--- src/rtl/serial_adder.sv ---
// rtl/serial_adder.sv - bit-serial WIDTH-bit adder built on one full-adder cell
//
// Purpose:
//    Accepts two WIDTH-bit operands plus carry-in and ripples them LSB-first
//    through a single full-adder cell, one bit per clock. The parallel sum and
//    carry-out are then presented until the consumer takes them.
//
// Ports:
//    clk        rising-edge clock
//    rst_n      asynchronous active-low reset
//    in_valid   operands a, b, cin (and sub) valid
//    in_ready   block can accept operands (IDLE)
//    a, b       WIDTH-bit operands
//    cin        carry-in to bit 0
//    sub        subtract request (only honoured with SERIAL_ADDER_SUB_EN)
//    out_valid  sum and cout valid (DONE)
//    out_ready  consumer accepts the result
//    sum        WIDTH-bit result
//    cout       carry out of bit WIDTH-1
//    busy       high in RUN or DONE
//
// Configuration:
//    SERIAL_ADDER_SUB_EN  when defined, sub=1 at acceptance computes a-b
//                         (cout=1 means no borrow); otherwise sub is ignored.

module serial_adder #(
   parameter int WIDTH = 4
) (
   input  logic             clk,
   input  logic             rst_n,
   input  logic             in_valid,
   output logic             in_ready,
   input  logic [WIDTH-1:0] a,
   input  logic [WIDTH-1:0] b,
   input  logic             cin,
   input  logic             sub,
   output logic             out_valid,
   input  logic             out_ready,
   output logic [WIDTH-1:0] sum,
   output logic             cout,
   output logic             busy
);

   localparam int CW = $clog2(WIDTH);
   localparam logic [CW-1:0] LAST_BIT = CW'(WIDTH - 1);

   typedef enum logic [1:0] {
      IDLE = 2'd0,
      RUN  = 2'd1,
      DONE = 2'd2
   } state_t;

   state_t           state_q,  state_d;
   logic [WIDTH-1:0] a_sh_q,   a_sh_d;
   logic [WIDTH-1:0] b_sh_q,   b_sh_d;
   logic [WIDTH-1:0] sum_sh_q, sum_sh_d;
   logic             c_q,      c_d;
   logic [CW-1:0]    cnt_q,    cnt_d;
   logic [WIDTH-1:0] sum_q,    sum_d;
   logic             cout_q,   cout_d;

   // The single full-adder cell, fed from the LSBs of the shift registers.
   logic fa_s;
   logic fa_c;
   assign fa_s = a_sh_q[0] ^ b_sh_q[0] ^ c_q;
   assign fa_c = (a_sh_q[0] & b_sh_q[0]) | (a_sh_q[0] & c_q) | (b_sh_q[0] & c_q);

`ifndef SERIAL_ADDER_SUB_EN
   logic sub_unused;
   assign sub_unused = sub;
`endif

   always_comb begin
      state_d  = state_q;
      a_sh_d   = a_sh_q;
      b_sh_d   = b_sh_q;
      sum_sh_d = sum_sh_q;
      c_d      = c_q;
      cnt_d    = cnt_q;
      sum_d    = sum_q;
      cout_d   = cout_q;

      case (state_q)
         IDLE: begin
            if (in_valid) begin
               a_sh_d   = a;
               b_sh_d   = b;
               c_d      = cin;
               cnt_d    = '0;
               sum_sh_d = '0;
`ifdef SERIAL_ADDER_SUB_EN
               // Two's-complement subtract: a + ~b + 1.
               if (sub) begin
                  b_sh_d = ~b;
                  c_d    = 1'b1;
               end
`endif
               state_d  = RUN;
            end
         end
         RUN: begin
            a_sh_d   = a_sh_q >> 1;
            b_sh_d   = b_sh_q >> 1;
            sum_sh_d = {fa_s, sum_sh_q[WIDTH-1:1]};
            c_d      = fa_c;
            // Last bit: publish the completed word; the counter stops here.
            if (cnt_q == LAST_BIT) begin
               sum_d   = {fa_s, sum_sh_q[WIDTH-1:1]};
               cout_d  = fa_c;
               state_d = DONE;
            end else begin
               cnt_d = cnt_q + CW'(1);
            end
         end
         DONE: begin
            if (out_ready) begin
               state_d = IDLE;
            end
         end
         default: begin
            state_d = IDLE;
         end
      endcase
   end

   always_ff @(posedge clk or negedge rst_n) begin
      if (!rst_n) begin
         state_q  <= IDLE;
         a_sh_q   <= '0;
         b_sh_q   <= '0;
         sum_sh_q <= '0;
         c_q      <= 1'b0;
         cnt_q    <= '0;
         sum_q    <= '0;
         cout_q   <= 1'b0;
      end else begin
         state_q  <= state_d;
         a_sh_q   <= a_sh_d;
         b_sh_q   <= b_sh_d;
         sum_sh_q <= sum_sh_d;
         c_q      <= c_d;
         cnt_q    <= cnt_d;
         sum_q    <= sum_d;
         cout_q   <= cout_d;
      end
   end

   assign in_ready  = (state_q == IDLE);
   assign out_valid = (state_q == DONE);
   assign busy      = (state_q != IDLE);
   assign sum       = sum_q;
   assign cout      = cout_q;

endmodule

--- config.mk ---
export PLATFORM = sky130hd
export DESIGN_NAME = serial_adder
export DESIGN_NICKNAME = d
export VERILOG_FILES = /design/src/rtl/serial_adder.sv
export SDC_FILE = /design/constraint.sdc
export NUM_CORES = 1
export LEC_CHECK = 0
export BUFFER_PORTS_ARGS = -buffer_cell sky130_fd_sc_hd__buf_4
export CAP_MARGIN = 20
export CELL_PAD_IN_SITES_DETAIL_PLACEMENT = 0
export CELL_PAD_IN_SITES_GLOBAL_PLACEMENT = 1
export CORE_ASPECT_RATIO = 0.75
export CORE_MARGIN = 10
export CORE_UTILIZATION = 41
export DETAILED_ROUTE_END_ITERATION = 10
export PLACE_DENSITY = 0.75
export SLEW_MARGIN = 20
export SYNTH_ARGS = -nofsm -noshare
export SYNTH_HDL_FRONTEND = slang
export SYNTH_SLANG_ARGS = --single-unit
--- constraint.sdc ---
create_clock -name clk -period 1.7 [get_ports clk]
set_input_delay 0.085 -clock clk [delete_from_list [all_inputs] [get_ports clk]]
set_output_delay 0.085 -clock clk [all_outputs]
set_load 0.05 [all_outputs]
==> metrics.txt, run 1 <==
yosys warns=0; first-pass GRT wire length=3690 um; crit path from=state_q[0]$_DFFE_PN0P_; fmax=between 0.6 and 0.7 GHz; Worst Setup EP=out_valid; layer carrying the most global-route usage=met2; max_cap viols=0; #FFs+latches synth=21; vias in the first global route=771; initial antenna violation count=0; clock transition at the registers of the reported paths=approximately 0.12 ns; setup TNS=0 ns; Tot Pwr=between 0.002 and 0.003 W; DRT iter0 DRCs=38; P_int=around 0.0014 W; final setup fails=0; final WL=around 2100 um; Clk Latency, worst-skew pair=roughly 0.3 ns; RSZ-0062 raised after global routing=no; r2r setup slk=0.31 ns; final worst path period share=0.865; TritonCTS buffer count=3; site row count=15; TritonRoute pass-1 iters=4; I/O pin count=22; top cell type's share of synthesized area=0.517; outcome=complete, no violations; Sw Ratio=0.440; IO buf count=20; CP Capture Type=primary output; Worst EP arrival=between 1 and 1.5 ns; r2r startpoint=state_q[0]$_DFFE_PN0P_; critical path class=flop to primary output; synth unique cells=26; CTS sink count=21; worst-path cell chain=buf_4 -> nor2_1 -> buf_4; Core Footprint=~2300 sq um; post-route ant nets=0; die area=~4900 sq um; Levels on crit path=3; GR Util met1=0.110; syn avg cell area=between 10 and 15 sq um; post-CTS setup buffer count=0; DR vias=730; Buf/Inv on CP=2; CTS tree=done; Crit Path Max Fanout=11; Crit-path slowest cell=dfrtp_1; top post-synthesis cells by area=dfrtp_1 52%, mux2_4 7.4%, o22ai_1 4.3%, o32ai_1 4.3%, nor2_1 3.7%; ratio of cells with drive above 1 in the final layout=0.389; data required time at the worst endpoint=between 1.5 and 2 ns; H-Tree Depth=1; syn_nets=about 100; antenna cells=0; Reg2Reg Depth=3; DP Wirelength=~1500 um; CTS Root Cell=clkbuf_4; drt wl/cell=between 10 and 15 um; commonest non-fill, non-tap cells in the layout=21 x buf_4, 20 x dfrtp_1, 9 x nor2_1; combinational share of power=0.532; M2 GR Usage=0.143; Final Hold Fails=0; Slew @ Worst Pin=between 0.3 and 0.4 ns; worst hold start=a[3]; gr ovfl total=0; leakage=approximately 0.58 nW; die height=63.1 um; Syn Inst Count=86; gr usage total=0.0910; relative slew slack=0.756; Max stage delay on crit path=around 0.53 ns; vias per inst=around 5; Global Route met3 Usage=0.0439; fin crit period=between 1 and 1.5 ns; worst clock skew=between 0.0009 and 0.001 ns; synthesis-to-layout area growth=21.2%; Clk pwr share=0.095; VDD IR max=between 0.0008 and 0.0009 V; Synth area leader=dfrtp_1; fin nets=approximately 130; r2r endpoint=sum[3]$_DFFE_PN0P_; DRC Markers=0; Initial Util=0.437; Placer Congestion=0.780; Sw Pwr=0.00112 W; Max clock buf depth=2; P per Cell Area=around 2100 nW/um^2; register area share after synthesis=0.517; largest net degree at the start of global routing=22; Worst path most repeated cell=buf_4; fill count=around 240; Worst Hold Class=input pin to flop; commonest non-fill, non-tap cell in the layout=buf_4; Netlist Area Pre-Place=roughly 1000 sq um; die width=77.5 um; Largest delay share family, worst path=flip-flops; sequential share of power=0.373; Final Slew Violations=0; Critical Path Start Type=flop
per-stage QoR:
stage               hold WS (ns)  setup WS (ns)  utilization  cells  instance area [sq um]
floorplan                 -0.211         0.0930            -     86                   1020
CTS                       0.0146         0.0717        0.528    142                   1230
global placement         -0.0146          0.343        0.508    136                   1180
global route              0.0226          0.154        0.529    142                   1230
finish                    0.0187          0.230        0.529    142                   1230
detailed placement       -0.0174          0.337        0.508    136                   1180
cells in the mapped netlist:
cell type,number
nand2b_1,1
a22o_2,3
or2_1,1
buf_2,2
a22o_1,3
ha_1,1
o32ai_1,5
buf_4,2
nand2_1,2
o21ai_0,4
mux2_4,5
nor2_1,10
o22ai_1,7
and2b_2,1
mux2_2,1
inv_1,2
clkinv_2,1
mux2i_1,1
nand2_4,2
nand2b_2,1
dfrtp_1,21
fa_1,1
o31ai_1,1
nor3_1,6
nor2b_4,1
buf_6,1
layer usage:
metal / wire, um / vias up
met5: 0 / -
met4: 21 / 0
met3: 126 / 4
met2: 932 / 14
met1: 1020 / 353
li1: - / 359
cells by family after synthesis:
kind of cell | synth area share
AO/OA/AOI/OAI | 0.169
adder cells (fa/ha/maj) | 0.0320
buffers and inverters | 0.0480
flip-flops | 0.517
multiplexers | 0.0948
AND/OR/NAND/NOR | 0.139
layout make-up:
cell class | instances | area [sq um] | share of cell area
repair buffers | 23 | 178 | 0.144
clock inverters | 1 | 5.00 | 0.00407
flip-flops and latches | 21 | 527 | 0.428
inverters | 3 | 12.5 | 0.0102
well taps | 34 | 42.5 | 0.0346
clock buffers | 3 | 22.5 | 0.0183
multi-input cells | 57 | 444 | 0.361
registers in the layout, indices dropped and copies added, names as in the netlist:
| register | count |
|---|---|
| a_sh_q | 4 |
| b_sh_q | 4 |
| c_q | 1 |
| cnt_q | 2 |
| cout | 1 |
| state_q | 2 |
| sum | 4 |
| sum_sh_q | 3 |
power by group through the flow:
stage / Combinational [W] / Clock (W) / Sequential, W
floorplan: 0.000963 / 0 / 0.00107
global placement: 0.00134 / 0 / 0.000955
detailed placement: 0.00137 / 0 / 0.000968
CTS: 0.00137 / 0.000251 / 0.000956
global route: 0.00149 / 0.000277 / 0.000996
finish: 0.00136 / 0.000243 / 0.000954
worst min path at each step:
stage / cells after the start / end / slack, ns
finish: 3 / a_sh_q[3]$_DFFE_PN0P_ / 0.02
global route: 3 / a_sh_q[3]$_DFFE_PN0P_ / 0.02
CTS: 3 / a_sh_q[3]$_DFFE_PN0P_ / 0.01
detailed placement: 1 / cnt_q[1]$_DFFE_PN0P_ / -0.02
global placement: 1 / sum[0]$_DFFE_PN0P_ / -0.01
floorplan: 0 / a_sh_q[0]$_DFFE_PN0P_ / -0.21
tightest hold or removal path, stage by stage:
cell	delay, ns
buf_4	0.11
nand2_1	0.04
o21ai_0	0.06
what timing repair did:
item                                    4_1_cts  5_1_grt
hold buffers                                  2        0
endpoints found under the hold margin        22        0
gates resized for setup                       0        1
endpoints found under the setup margin        0        1
Power figures use the tool's default switching activity.
==> run 2: changes to the inputs <==
ABC_AREA = 1   (was not set)
CORE_UTILIZATION = 38   (was 41)
PLACE_DENSITY = 0.74   (was 0.75)
==> metrics.txt, run 2 <==
#FFs+latches synth=21 (unchanged); relative slew slack=0.640 (was 0.756); Sw Pwr=0.00119 W (was 0.00112 W); fmax=0.657 GHz (was 0.680 GHz); final setup fails=0 (unchanged); site row count=15 (unchanged); CTS Root Cell=clkbuf_4 (unchanged); TritonCTS buffer count=3 (unchanged); Final Slew Violations=0 (unchanged); post-route ant nets=0 (unchanged); top post-synthesis cells by count=54 x nand2_1, 21 x dfrtp_1, 14 x nand3_1, 8 x inv_1, 4 x o21ai_2 (was 21 x dfrtp_1, 10 x nor2_1, 7 x o22ai_1, 6 x nor3_1); Final Hold Fails=0 (unchanged); post_cts resized=0 (unchanged); worst clock skew=0.00357 ns (was 0.000997 ns); clock transition at the registers of the reported paths=0.12 ns (about the same); TritonRoute pass-1 iters=4 (unchanged); antenna cells=0 (unchanged); top cell type's share of synthesized area=0.529 (was 0.517); Reg2Reg Depth=6 (was 3); final core occ=0.506 (was 0.529); Syn Inst Count=117 (was 86); RSZ-0062 raised after global routing=no (unchanged); r2r startpoint=state_q[1]$_DFFE_PN0P_ (was state_q[0]$_DFFE_PN0P_); DR vias=810 (was 730); register area share after synthesis=0.529 (was 0.517); r2r endpoint=a_sh_q[0]$_DFFE_PN0P_ (was sum[3]$_DFFE_PN0P_); yosys warns=0 (unchanged); placed insts=169 (was 136); r2r setup slk=0.27 ns (was 0.31 ns); P_int=0.00121 W (was 0.00143 W); gr ovfl total=0 (unchanged); gr usage total=0.0908 (was 0.0910); count leader, synth=nand2_1 (was dfrtp_1); I/O pin count=22 (unchanged); Worst EP arrival=1.44 ns (was 1.39 ns); fin crit period=1.52 ns (was 1.47 ns); combinational share of power=0.526 (was 0.532); Max clock buf depth=2 (unchanged); initial antenna violation count=0 (unchanged); commonest non-fill, non-tap cell in the layout=nand2_1 (was buf_4); synth unique cells=18 (was 26); post-CTS setup buffer count=0 (unchanged); top post-synthesis cells by area=dfrtp_1 53%, nand2_1 20%, nand3_1 7.1%, o21ai_2 3.5%, inv_1 3.0% (was dfrtp_1 52%, mux2_4 7.4%, o22ai_1 4.3%, o32ai_1 4.3%, nor2_1 3.7%); CTS tree=done (unchanged); die height=64.3 um (was 63.1 um); Final Cell Area=1210 sq um (was 1230 sq um); Post-synth ARST share=1.00 (unchanged); vias per inst=4.63 (was 5.14); Clk pwr share=0.102 (was 0.095); max_cap viols=0 (unchanged); Worst Hold Class=input pin to flop (unchanged); Min Hold Slack=0.0104 ns (was 0.0187 ns); WHS Path Cells=3 (unchanged); VDD IR max=0.00106 V (was 0.000869 V); crit path from=state_q[0]$_DFFE_PN0P_ (unchanged); Synth area leader=dfrtp_1 (unchanged); Netlist Area Pre-Place=993 sq um (was 1020 sq um); drt wl/cell=12.5 um (was 14.8 um); fin nets=158 (was 125); die width=79.0 um (was 77.5 um); IO buf count=20 (unchanged); die area=5080 sq um (was 4890 sq um); first-pass GRT wire length=3730 um (was 3690 um); syn_nets=133 (was 102); critical path class=flop to primary output (unchanged); vias in the first global route=783 (was 771); commonest non-fill, non-tap cells in the layout=54 x nand2_1, 21 x dfrtp_1, 21 x buf_4 (was 21 x buf_4, 20 x dfrtp_1, 9 x nor2_1); largest net degree at the start of global routing=22 (unchanged); Initial Util=0.414 (was 0.437); final worst path period share=0.895 (was 0.865); final WL=2190 um (was 2100 um); Crit Path Max Fanout=14 (was 11); Clk Latency, worst-skew pair=0.31 ns (was 0.30 ns); Sw Ratio=0.497 (was 0.440); setup TNS=0 ns (unchanged); H-Tree Depth=1 (unchanged); top_reg_cell synth=dfrtp_1 (unchanged); final std cells w/o fill=175 (was 142); CTS sink count=21 (unchanged); Worst Setup EP=busy (was out_valid); syn avg cell area=8.49 sq um (was 11.8 sq um); ratio of cells with drive above 1 in the final layout=0.241 (was 0.389); synthesis-to-layout area growth=22.3% (was 21.2%); Core Footprint=2400 sq um (was 2330 sq um); DP Wirelength=1610 um (was 1540 um); CP Capture Type=primary output (unchanged); DRT iter0 DRCs=33 (was 38); fill count=265 (was 235); placed cell area=1170 sq um (was 1180 sq um); Critical Path Start Type=flop (unchanged); Slew @ Worst Pin=0.539 ns (was 0.366 ns); P per Cell Area=1970 nW/um^2 (was 2080 nW/um^2); Placer Congestion=0.742 (was 0.780); leakage=0.671 nW (was 0.577 nW); Post-synth EDFFs=0 (unchanged); outcome=complete, no violations (unchanged); DRC Markers=0 (unchanged); data required time at the worst endpoint=1.62 ns (about the same); sequential share of power=0.372 (was 0.373)
run 2: cell count changes after synthesis, moves of 2 or more:
| cell | previous run | this run |
|---|---|---|
| a22o_1 | 3 | 0 |
| a22o_2 | 3 | 0 |
| buf_2 | 2 | 0 |
| inv_1 | 2 | 8 |
| mux2_4 | 5 | 0 |
| nand2_1 | 2 | 54 |
| nand3_1 | 0 | 14 |
| nor2_1 | 10 | 1 |
| nor3_1 | 6 | 0 |
| o21ai_2 | 0 | 4 |
| o22ai_1 | 7 | 0 |
| o32ai_1 | 5 | 0 |
run 2: repair_timing:
action | in CTS | in global routing
hold buffers | 2 | 0
endpoints found under the setup margin | 0 | 0
hold endpoints to repair | 22 | 0
run 2: power by group through the flow:
| stage | Sequential [W] | Clock (W) | Combinational, W |
|---|---|---|---|
| 6_report | 0.000892 | 0.000246 | 0.00126 |
| 5_1_grt | 0.000928 | 0.000288 | 0.00141 |
| 4_1_cts | 0.000895 | 0.000260 | 0.00128 |
| 3_5_place_dp | 0.000906 | 0 | 0.00127 |
| 3_3_place_gp | 0.000893 | 0 | 0.00125 |
| 2_1_floorplan | 0.000997 | 0 | 0.000848 |
run 2: routing by layer:
metal,GRT usage,vias up,wire (um),part of all wire
met5,0,-,0,0
met4,0.0201,0,15,0.0068
met3,0.0433,2,156,0.071
met2,0.129,19,1000,0.46
met1,0.121,372,1020,0.46
li1,-,417,-,-
run 2: area by class of cell:
class	count	area, sq um	area share
Inverter	9	33.8	0.0278
Clock inverter	1	5.00	0.00412
Clock buffer	3	22.5	0.0185
Multi-Input combinational cell	84	408	0.336
Timing Repair Buffer	23	178	0.146
Sequential cell	21	526	0.433
Tap cell	34	42.5	0.0350
run 2: worst max-delay path, stage by stage, from the launching register on:
cell     delay, ns
dfrtp_1       0.60
nor2_2        0.28
inv_1         0.06
buf_4         0.19
run 2: kinds of logic after synthesis:
logic type | after synthesis | share of synthesized area
DFF | 21 | 0.529
adders and majority gates | 2 | 0.0327
buffers and inverters | 12 | 0.0604
AOI/OAI and AO/OA | 8 | 0.0579
and+or+nand+nor | 74 | 0.320
run 2: per-stage QoR:
stage	power (W)	worst slack (ns)
4_1_cts	0.00243	0.151
3_3_place_gp	0.00214	0.343
5_1_grt	0.00263	0.0666
6_report	0.00240	0.178
3_5_place_dp	0.00217	0.294
2_1_floorplan	0.00185	0.260
run 2: how the worst min path moves through the flow:
stage,end,start
after global routing,a_sh_q[3]$_DFFE_PN0P_,a[3]
after CTS,b_sh_q[3]$_DFFE_PN0P_,b[3]
after floorplan,a_sh_q[0]$_DFFE_PN0P_,rst_n
after detailed placement,sum[0]$_DFFE_PN0P_,rst_n
after global placement,sum[1]$_DFFE_PN0P_,rst_n
final,b_sh_q[3]$_DFFE_PN0P_,b[3]
